$ cat src/rtl/instr_sequencer.sv
// Instruction sequencer: input FIFO, instruction register and 2-bit step counter
// feeding the combinational step controller of the 10-bit processor.
module instr_sequencer #(
  parameter int unsigned DEPTH = 4,
  parameter int unsigned WIDTH = 10
) (
  input  logic                     clk,
  input  logic                     rst_n,
  input  logic [WIDTH-1:0]         in_instr,
  input  logic                     in_valid,
  output logic                     in_ready,
  input  logic                     IRin,
  input  logic                     Clr,
  output logic [WIDTH-1:0]         INSTR,
  output logic [1:0]               TIME,
  output logic [$clog2(DEPTH):0]   fifo_count,
  output logic                     done,
  output logic [7:0]               retired,
  output logic                     stall
);

  localparam int unsigned PtrW = $clog2(DEPTH);
  localparam int unsigned CntW = PtrW + 1;

  typedef enum logic [1:0] {
    StStep0 = 2'd0,
    StStep1 = 2'd1,
    StStep2 = 2'd2,
    StStep3 = 2'd3
  } step_e;

  step_e            step_q, step_d;
  logic [WIDTH-1:0] mem [DEPTH];
  logic [PtrW-1:0]  wr_ptr_q, rd_ptr_q;
  logic [CntW-1:0]  count_q, count_d;
  logic [WIDTH-1:0] instr_q;
  logic             done_q;
  logic [7:0]       retired_q;

  logic full, empty, push, pop, retire;

  assign full   = (count_q == CntW'(DEPTH));
  assign empty  = (count_q == '0);
  assign push   = in_valid && !full;
  // No bypass: a pop only sees entries already committed to storage.
  assign pop    = (step_q == StStep0) && IRin && !empty;
  assign retire = (step_q != StStep0) && Clr;

  // Step counter state register.
  always_ff @(posedge clk or negedge rst_n) begin
    if (!rst_n) begin
      step_q <= StStep0;
    end else begin
      step_q <= step_d;
    end
  end

  always_comb begin
    step_d = step_q;
    unique case (step_q)
      StStep0: step_d = pop ? StStep1 : StStep0;
      StStep1: step_d = Clr ? StStep0 : StStep2;
      StStep2: step_d = Clr ? StStep0 : StStep3;
      // Without Clr this is a protocol fault wrap, not a retire.
      StStep3: step_d = StStep0;
      default: step_d = StStep0;
    endcase
  end

  always_comb begin
    TIME       = step_q;
    INSTR      = instr_q;
    fifo_count = count_q;
    in_ready   = !full;
    stall      = (step_q == StStep0) && empty;
    done       = done_q;
    retired    = retired_q;
  end

  always_comb begin
    count_d = count_q;
    unique case ({push, pop})
      2'b10:   count_d = count_q + CntW'(1);
      2'b01:   count_d = count_q - CntW'(1);
      default: count_d = count_q;
    endcase
  end

  always_ff @(posedge clk or negedge rst_n) begin
    if (!rst_n) begin
      wr_ptr_q  <= '0;
      rd_ptr_q  <= '0;
      count_q   <= '0;
      instr_q   <= '0;
      done_q    <= 1'b0;
      retired_q <= '0;
    end else begin
      count_q <= count_d;
      done_q  <= retire;
      if (push) begin
        wr_ptr_q <= wr_ptr_q + PtrW'(1);
      end
      if (pop) begin
        rd_ptr_q <= rd_ptr_q + PtrW'(1);
        instr_q  <= mem[rd_ptr_q];
      end
      if (retire) begin
        retired_q <= retired_q + 8'd1;
      end
    end
  end

  // Storage is not reset; occupancy alone defines which entries are live.
  always_ff @(posedge clk) begin
    if (push) begin
      mem[wr_ptr_q] <= in_instr;
    end
  end

endmodule

$ cat config.mk
export PLATFORM = sky130hd
export DESIGN_NAME = instr_sequencer
export DESIGN_NICKNAME = d
export VERILOG_FILES = /design/src/rtl/instr_sequencer.sv
export SDC_FILE = /design/constraint.sdc
export NUM_CORES = 1
export LEC_CHECK = 0
export ABC_CLOCK_PERIOD_IN_PS = 4600
export CORE_MARGIN = 2
export CORE_UTILIZATION = 57
export DETAILED_ROUTE_END_ITERATION = 7
export PLACE_DENSITY = 0.95
export SYNTH_ARGS = -nofsm -noshare
export SYNTH_HDL_FRONTEND = slang
export SYNTH_SLANG_ARGS = --single-unit
export TNS_END_PERCENT = 10
$ cat constraint.sdc
create_clock -name clk -period 4.6 [get_ports clk]
set_input_delay 1.15 -clock clk [delete_from_list [all_inputs] [get_ports clk]]
set_output_delay 1.15 -clock clk [all_outputs]
set_load 0.005 [all_outputs]
Yosys cells after proc, flatten, opt, wreduce, memory -nomap -nowiden
Memory sizes are Yosys's and may differ from the RTL's. A register that Yosys moved wholly into a read port is not among the register bits.
Index checks and enable logic that the tools add are counted.
Word-level totals
  bits in registers: 18
  bits in writable memories: 40
  bits of input ports: 15
  output and inout bits: 26
  logic and storage cells: 37
  memories kept: 1
Memories
  mem: words 4, width 10, rd ports 1, clocked after Yosys merged registers in 1, wr ports 1, RTL line 33  | logic [WIDTH-1:0] mem [DEPTH];
Cells by class
  add/subtract/negate cells: 5
  eq/ne operators: 6
  muxes and demuxes: 7
  reductions and logical operators: 12
Operators with widths (count)
  $add 8x1->8 const B: 1
  $pmux 2 s4: 1
  $eq 2x2->1 const B: 3
  $pmux 3 s2: 1
  $logic_and 1x1->1: 5
  $add 2x1->2 const B: 2
  $eq 2x1->1 const B: 2
  $mux 2: 2
  $reduce_bool 2->1: 2
  $add 3x1->3 const B: 1
  $eq 3x3->1 const B: 1
  $logic_not 1->1: 3
  $logic_not 3->1: 1
  $mux 1: 3
  $sub 3x1->3 const B: 1
  $logic_not 2->1: 1

Longest topological paths before layout
Gate-level depths: netlist of run 1.
  word-level depth: 5
  mapped depth: 10

Least setup slack after synthesis of run 1
No wires, ideal clock.
  kind: input -> register
  start: input IRin
  end: register count_q[2], in the netlist fifo_count[2]
  setup time: 0.079 ns
  arrival time: 2.393 ns
  setup slack: 2.127 ns
  stages on the path: 9
  path buffers: 1
  cell sequence: nand3_2 -> buf_6 -> inv_1 -> ha_1 -> inv_1 -> fa_1 -> xor2_1 -> nor2_1 -> xor2_1
On the way
  cells in the longest elaborated chain, start to end: 4
  elaborated cells between the ends (all ways): 6
  those cells by class: eq/ne: 2; mux: 1; reduce/logical: 3
Ends and longest elaborated chain
  start: declaration: RTL line 12  | input logic IRin,
  $logic_and 1x1->1 * (2 in series): RTL line 46  | assign pop = (step_q == StStep0) && IRin && !empty;
  net pop: RTL line 40  | logic full, empty, push, pop, retire;
  $eq 2x1->1 / $eq 2x2->1 (equally long branches): RTL line 82  | unique case ({push, pop})
  $pmux 3 s2 / $reduce_bool 2->1 (equally long branches)
  end signal: assignment: RTL line 98  | count_q <= count_d;
  end: declaration: RTL line 35  | logic [CntW-1:0] count_q, count_d;
Mark *: on every way through the listed nets, which the timed path passes. The rest lies on a longest branch.
A chain may end at the register's enable or synchronous reset.

Final worst setup path of run 1
  start: register count_q[0], in the netlist fifo_count[0]
  end: output stall
On the way
  cells in the longest elaborated chain, start to end: 2
Ends and longest elaborated chain
  $logic_not 3->1: RTL line 43  | assign empty = (count_q == '0);
  $logic_and 1x1->1: RTL line 75  | stall = (step_q == StStep0) && empty;
  end: declaration: RTL line 19  | output logic stall
No other way between the ends.

==> results.py, run 1 <==
metrics = {
    "status": {
        "status": "complete, no violations",
    },
    "sta": {
        "rsz0062_at_grt": "no",
        "hold_violations": 0,
        "drv_slew": 0,
        "setup_viol": 0,
        "max_freq_ghz": 0.3321,
        "hold_ws_ns": 0.4773,
        "worst_pin_slew_ns": 0.6731,
        "min_period_over_period_pct": 65.45,
        "slew_headroom_pct": 55.12,
        "fin_setup_tns_ns": 0,
        "fin_crit_ns": 3.011,
        "fin_worst_skew_ns": 0.006213,
    },
    "global_routing": {
        "grt_pass1_vias": 1455,
        "grt_pass1_wl_um": 7293,
        "antenna_found_initial": 0,
        "grt_max_degree": 29,
        "grt_overflow": 0,
        "grtUsageTotal_pct": 19.55,
    },
    "clock_tree": {
        "cts_hold_buffers": 0,
        "insertion_delay_ns": 0.33,
        "cts-root-buf": "clkbuf_8",
        "post_cts.repair.setup_buffers": 0,
        "cts_sinks": 68,
        "cts_max_level": 3,
        "cts_resized": 0,
        "cts_tree": "built",
        "clk_pin_slew_worst_paths_ns": 0.07,
        "clk_path_buf_depth": 2,
        "cts_made_buffers": 9,
    },
    "yosys": {
        "synth_seq_cells": 68,
        "yosys_warnings": 0,
        "synthFlopType": "edfxtp_1",
        "ys_types": 28,
        "synth_top_area_cell": "edfxtp_1",
        "synth_commonest_cells": "40 x edfxtp_1, 28 x dfrtp_1, 10 x mux2_2",
        "synth_area_um2": 2713,
        "avgSynthCellArea_um2": 17.96,
        "yosysMostFrequentCell": "edfxtp_1",
        "synth.area.top_cells": "edfxtp_1 44%, dfrtp_1 26%, mux4_2 6.6%, mux2_2 4.2%, ha_1 2.8%",
        "yosysTopAreaCellShare_pct": 44.28,
        "synth_fp_nets": 173,
        "ys_seq_area_share_pct": 70.11,
        "synth_edf_count": 40,
        "synth_cells": 151,
        "async_flop_share_pct": 41.18,
    },
    "placement": {
        "gp_congestion": 0.8481,
        "port_buffers": 40,
        "hpwl_um": 3115,
        "place_area_um2": 3162,
    },
    "route": {
        "drt_wl_total_um": 4473,
        "wire_per_inst_um": 17.27,
        "first_pass_iters": 4,
        "vias_per_cell": 5.375,
        "drtAntennaViolNets": 0,
        "vias": 1392,
        "drc": 0,
        "drtIter0Drc": 63,
    },
    "worst_setup_path": {
        "r2r_end": "fifo_count[2]",
        "r2r_start": "fifo_count[0]",
        "worst_ep_required_time_ns": 3.45,
        "reg2regPathDepth": 9,
        "critPathCaptureType": "output pin",
        "ff2ff_setup_slack_ns": 2.37,
        "cp_max_fo": 5,
        "critPathLaunchType": "register",
        "crit_arrival_ns": 1.86,
        "crit_type": "register to output pin",
    },
    "floorplanning": {
        "die_h_um": 72.99,
        "row_count": 25,
        "start_util_pct": 58.20,
        "die_area_um2": 5327,
        "pin_count": 41,
        "die_w_um": 72.99,
        "core_area_um2": 4661,
    },
    "flow_run": {
        "drv_cap": 0,
    },
    "final_layout": {
        "utilization_pct": 71.30,
        "n_antenna_cell": 0,
        "area_growth_pct": 22.51,
        "nets": 222,
        "fill_cells": 296,
        "fin_area_um2": 3323,
        "multi_input_area_um2": 754.5,
        "register_area_um2": 1902,
        "drive_gt1_share_pct": 18.05,
    },
    "hold_path": {
        "hold_start": "retired[7]",
        "hold_path_class": "register to register",
        "hold-path-endpoint": "retired[7]",
        "holdPathStages": 1,
    },
    "pwr": {
        "peakVddDrop_mv": 0.3275,
        "p_leak_uw": 0.001296,
        "total_power_uw": 2061,
        "powerDensity_nw_per_um2": 620.3,
    },
}
==> cells by family (layout without fill, tap and decap cells) <==
kind of cell / count (synthesis) / after routing / share of synthesized area (%)
multiplexers: 22 / 22 / 13.65
flip-flops: 68 / 68 / 70.11
buffers and inverters: 11 / 65 / 2.075
XOR/XNOR: 13 / 13 / 4.197
adder cells (fa/ha/maj): 7 / 7 / 3.505
AND/OR/NAND/NOR: 27 / 27 / 5.904
AO/OA/AOI/OAI: 3 / 3 / 0.5530
==> metal layers <==
metal | routed length, um | GRT usage [%]
met1 | 1820 | 23.99
met2 | 2348 | 32.03
met3 | 265 | 6.492
met4 | 39 | 8.025
met5 | 0 | 0
==> registers in the layout (all words and copies together), names as in the netlist <==
signal      flops
mem            40
INSTR          10
retired         8
fifo_count      3
TIME            2
rd_ptr_q        2
wr_ptr_q        2
done            1
==> critical path: stages, from the launching register on <==
cell and delay, ns:
dfrtp_1 0.44, or3_4 0.41, nor3_1 0.15, clkdlybuf4s50_1 0.53
==> where the power goes <==
group / internal, uW / switching [uW]
registers: 839 / 157
clock network: 193 / 205
logic: 423 / 244
==> worst max-delay path by stage <==
stage                    endpoint  cells past startpoint  slack [ns]     startpoint
floorplan           fifo_count[2]                      9        2.13           IRin
global placement    fifo_count[2]                      9        1.44           IRin
detailed placement  fifo_count[2]                      9        1.37           IRin
CTS                         stall                      3        1.56  fifo_count[0]
global route                stall                      3        1.50  fifo_count[0]
finish                      stall                      3        1.59  fifo_count[0]
==> cell type report <==
type	instances	area share [%]
Sequential cell	68	57.23
Timing Repair Buffer	41	12.27
Tap cell	54	2.033
Multi-Input combinational cell	72	22.70
Clock buffer	11	3.953
Inverter	8	0.9036
Clock inverter	5	0.9036
==> cell usage in the layout (no fill, tap or decap) <==
master / netlist / routed
clkinv_4: 0 / 1
mux2_2: 10 / 10
clkinv_2: 0 / 2
and3_1: 5 / 5
mux2_4: 1 / 1
nand3_2: 1 / 1
nand3_1: 1 / 1
nand4_1: 4 / 4
inv_1: 8 / 8
nand2_1: 5 / 5
edfxtp_1: 40 / 40
clkinvlp_4: 0 / 1
clkbuf_8: 0 / 9
and2_4: 1 / 1
or3b_4: 1 / 1
o21ai_0: 1 / 1
nor2_1: 3 / 3
ha_1: 6 / 6
clkinv_1: 0 / 1
nand2b_1: 2 / 2
or3_4: 1 / 1
mux4_1: 2 / 2
a21oi_1: 1 / 1
dfrtp_1: 28 / 28
clkdlybuf4s50_1: 0 / 40
nor3_1: 3 / 3
clkbuf_1: 1 / 2
fa_1: 1 / 1
mux4_2: 8 / 8
xor2_1: 5 / 5
buf_4: 0 / 1
o21ai_1: 1 / 1
xnor2_1: 8 / 8
mux2i_1: 1 / 1
==> metrics by stage <==
stage | std cells | setup slack (ns)
3_3_place_gp | 243 | 1.440
4_1_cts | 259 | 1.557
5_1_grt | 259 | 1.503
6_report | 259 | 1.589
2_1_floorplan | 151 | 2.127
3_5_place_dp | 243 | 1.374
(Power assumes the default switching activity.)
==> run 2, diff against run 1 <==
ABC_CLOCK_PERIOD_IN_PS = 2900   (was 4600)
CORE_UTILIZATION = 53   (was 57)
PLACE_DENSITY = 0.89   (was 0.95)
clock period = 2.9 ns   (was 4.6 ns; I/O delays follow)
==> run 2 against run 1 <==
Final area grew 1.4%. Combinational power grew 63%. Total power grew 63%. Count of clock-buffer cells in the layout grew 1. Die area grew 7.1%. Utilization shrank 4.0 points. Clock power grew 74%. Cell count grew 6.6%. Largest cell class unchanged.
==> results.py, run 2 (same netlist as run 1, synthesis figures left out) <==
metrics = {
    "status": {
        "status": "complete, no violations",
    },
    "sta": {
        "rsz0062_at_grt": "no",
        "max_freq_ghz": 0.3871,
        "hold_violations": 0,
        "fin_setup_tns_ns": 0,
        "min_period_over_period_pct": 89.08,
        "fin_worst_skew_ns": 0.005358,
        "drv_slew": 0,
        "hold_ws_ns": 0.4652,
        "slew_headroom_pct": 53.65,
        "setup_viol": 0,
        "fin_crit_ns": 2.583,
        "worst_pin_slew_ns": 0.6953,
    },
    "worst_setup_path": {
        "crit_type": "register to output pin",
        "path_cells": "or3_4 -> nor3_1 -> clkdlybuf4s50_1",
        "critPathCaptureType": "output pin",
        "slowest_delay_ns": 0.52,
        "worst_ep_required_time_ns": 2.17,
        "critPathLaunchType": "register",
        "crit_arrival_ns": 1.86,
        "crit_family": "simple AND/OR/NAND/NOR gates",
        "cp_num_buf_inv": 1,
        "cp_max_fo": 5,
        "slowest_stage": "clkdlybuf4s50_1",
    },
    "global_routing": {
        "grtUsageTotal_pct": 19.19,
        "grt_pass1_vias": 1543,
        "grt_pass1_wl_um": 7465,
        "grt_overflow": 0,
        "antenna_found_initial": 0,
        "grt_max_degree": 29,
    },
    "route": {
        "drt_wl_total_um": 4562,
        "drtIter0Drc": 51,
        "first_pass_iters": 5,
        "wire_per_inst_um": 16.53,
        "drtAntennaViolNets": 0,
        "vias_per_cell": 5.221,
        "drc": 0,
        "vias": 1441,
    },
    "final_layout": {
        "nets": 223,
        "n_antenna_cell": 0,
        "largest_register_ffs": 40,
        "area_growth_pct": 24.22,
        "fill_cells": 346,
        "regMostFlops": "mem",
        "final_cell_mix": "40 x clkdlybuf4s50_1, 40 x edfxtp_1, 28 x dfrtp_1",
        "utilization_pct": 67.26,
        "drive_gt1_share_pct": 19.42,
        "fin_area_um2": 3369,
        "layoutNonFillerInstCount": 276,
    },
    "clock_tree": {
        "cts_sinks": 68,
        "cts_hold_buffers": 0,
        "post_cts.repair.setup_buffers": 0,
        "clk_path_buf_depth": 2,
        "cts_tree": "built",
        "cts_made_buffers": 9,
        "cts_resized": 0,
        "cts_max_level": 3,
        "cts-root-buf": "clkbuf_8",
        "insertion_delay_ns": 0.34,
        "clk_pin_slew_worst_paths_ns": 0.07,
    },
    "floorplanning": {
        "core_area_um2": 5010,
        "pin_count": 41,
        "die_h_um": 75.54,
        "die_w_um": 75.54,
        "die_area_um2": 5706,
        "start_util_pct": 54.15,
        "row_count": 26,
    },
    "pwr": {
        "p_leak_uw": 0.001308,
        "peakVddDrop_mv": 0.5748,
        "powerDensity_nw_per_um2": 995.2,
    },
    "placement": {
        "gp_congestion": 0.8034,
        "place_area_um2": 3189,
        "dp_cells": 260,
        "hpwl_um": 3072,
        "port_buffers": 40,
    },
    "hold_path": {
        "hold_path_class": "register to register",
    },
    "flow_run": {
        "drv_cap": 0,
    },
}
-- run 2: worst paths after layout --
path | startpoint | endpoint | slack (ns) | cells after the start
hold reg to reg | retired[7] | retired[7] | 0.47 | 1
hold / removal | retired[7] | retired[7] | 0.47 | 1
max in group asynchronous | rst_n | INSTR[7] | 1.87 | 2
setup reg to reg | fifo_count[0] | fifo_count[2] | 0.71 | 9
setup / recovery | fifo_count[0] | stall | 0.32 | 3
min in group asynchronous | rst_n | retired[5] | 0.76 | 2
-- run 2: cell type report --
cell class | instances | area [um2] | share of cell area (%)
clock buffer | 12 | 155.1 | 4.605
clock inverter | 4 | 25.02 | 0.7427
inverter | 8 | 30.03 | 0.8912
multi-input combinational | 72 | 754.5 | 22.39
sequential | 68 | 1902 | 56.44
tap | 70 | 87.58 | 2.599
timing repair buffer | 42 | 415.4 | 12.33
-- run 2: routing by layer --
layer | part of all wire [%] | up-vias | wire (um) | track usage (%)
li1 | - | 658 | - | -
met1 | 41 | 730 | 1884 | 21.78
met2 | 52 | 44 | 2357 | 32.37
met3 | 5.5 | 9 | 252 | 6.085
met4 | 1.5 | 0 | 68 | 10.53
met5 | 0 | - | 0 | 0
-- run 2: where the power goes --
group / switching (uW) / internal (uW) / leakage (uW) / total, uW
combinational: 410 / 680 / 0.000511 / 1090
clock: 337 / 354 / 0.0000884 / 691
sequential: 241 / 1330 / 0.000708 / 1570
total: 988 / 2370 / 0.00131 / 3350
-- run 2: through the flow --
stage	power (uW)	setup WS, ns
after floorplan	2194	0.8157
after global placement	2642	0.4352
after detailed placement	2700	0.3565
after CTS	3397	0.3045
after global routing	3571	0.1880
final	3353	0.3167
==> run 3, diff against run 2 <==
CAP_MARGIN = 20   (was default)
==> results of run 3 <==
Final layout, timing and power as in run 2 (identical DEF).
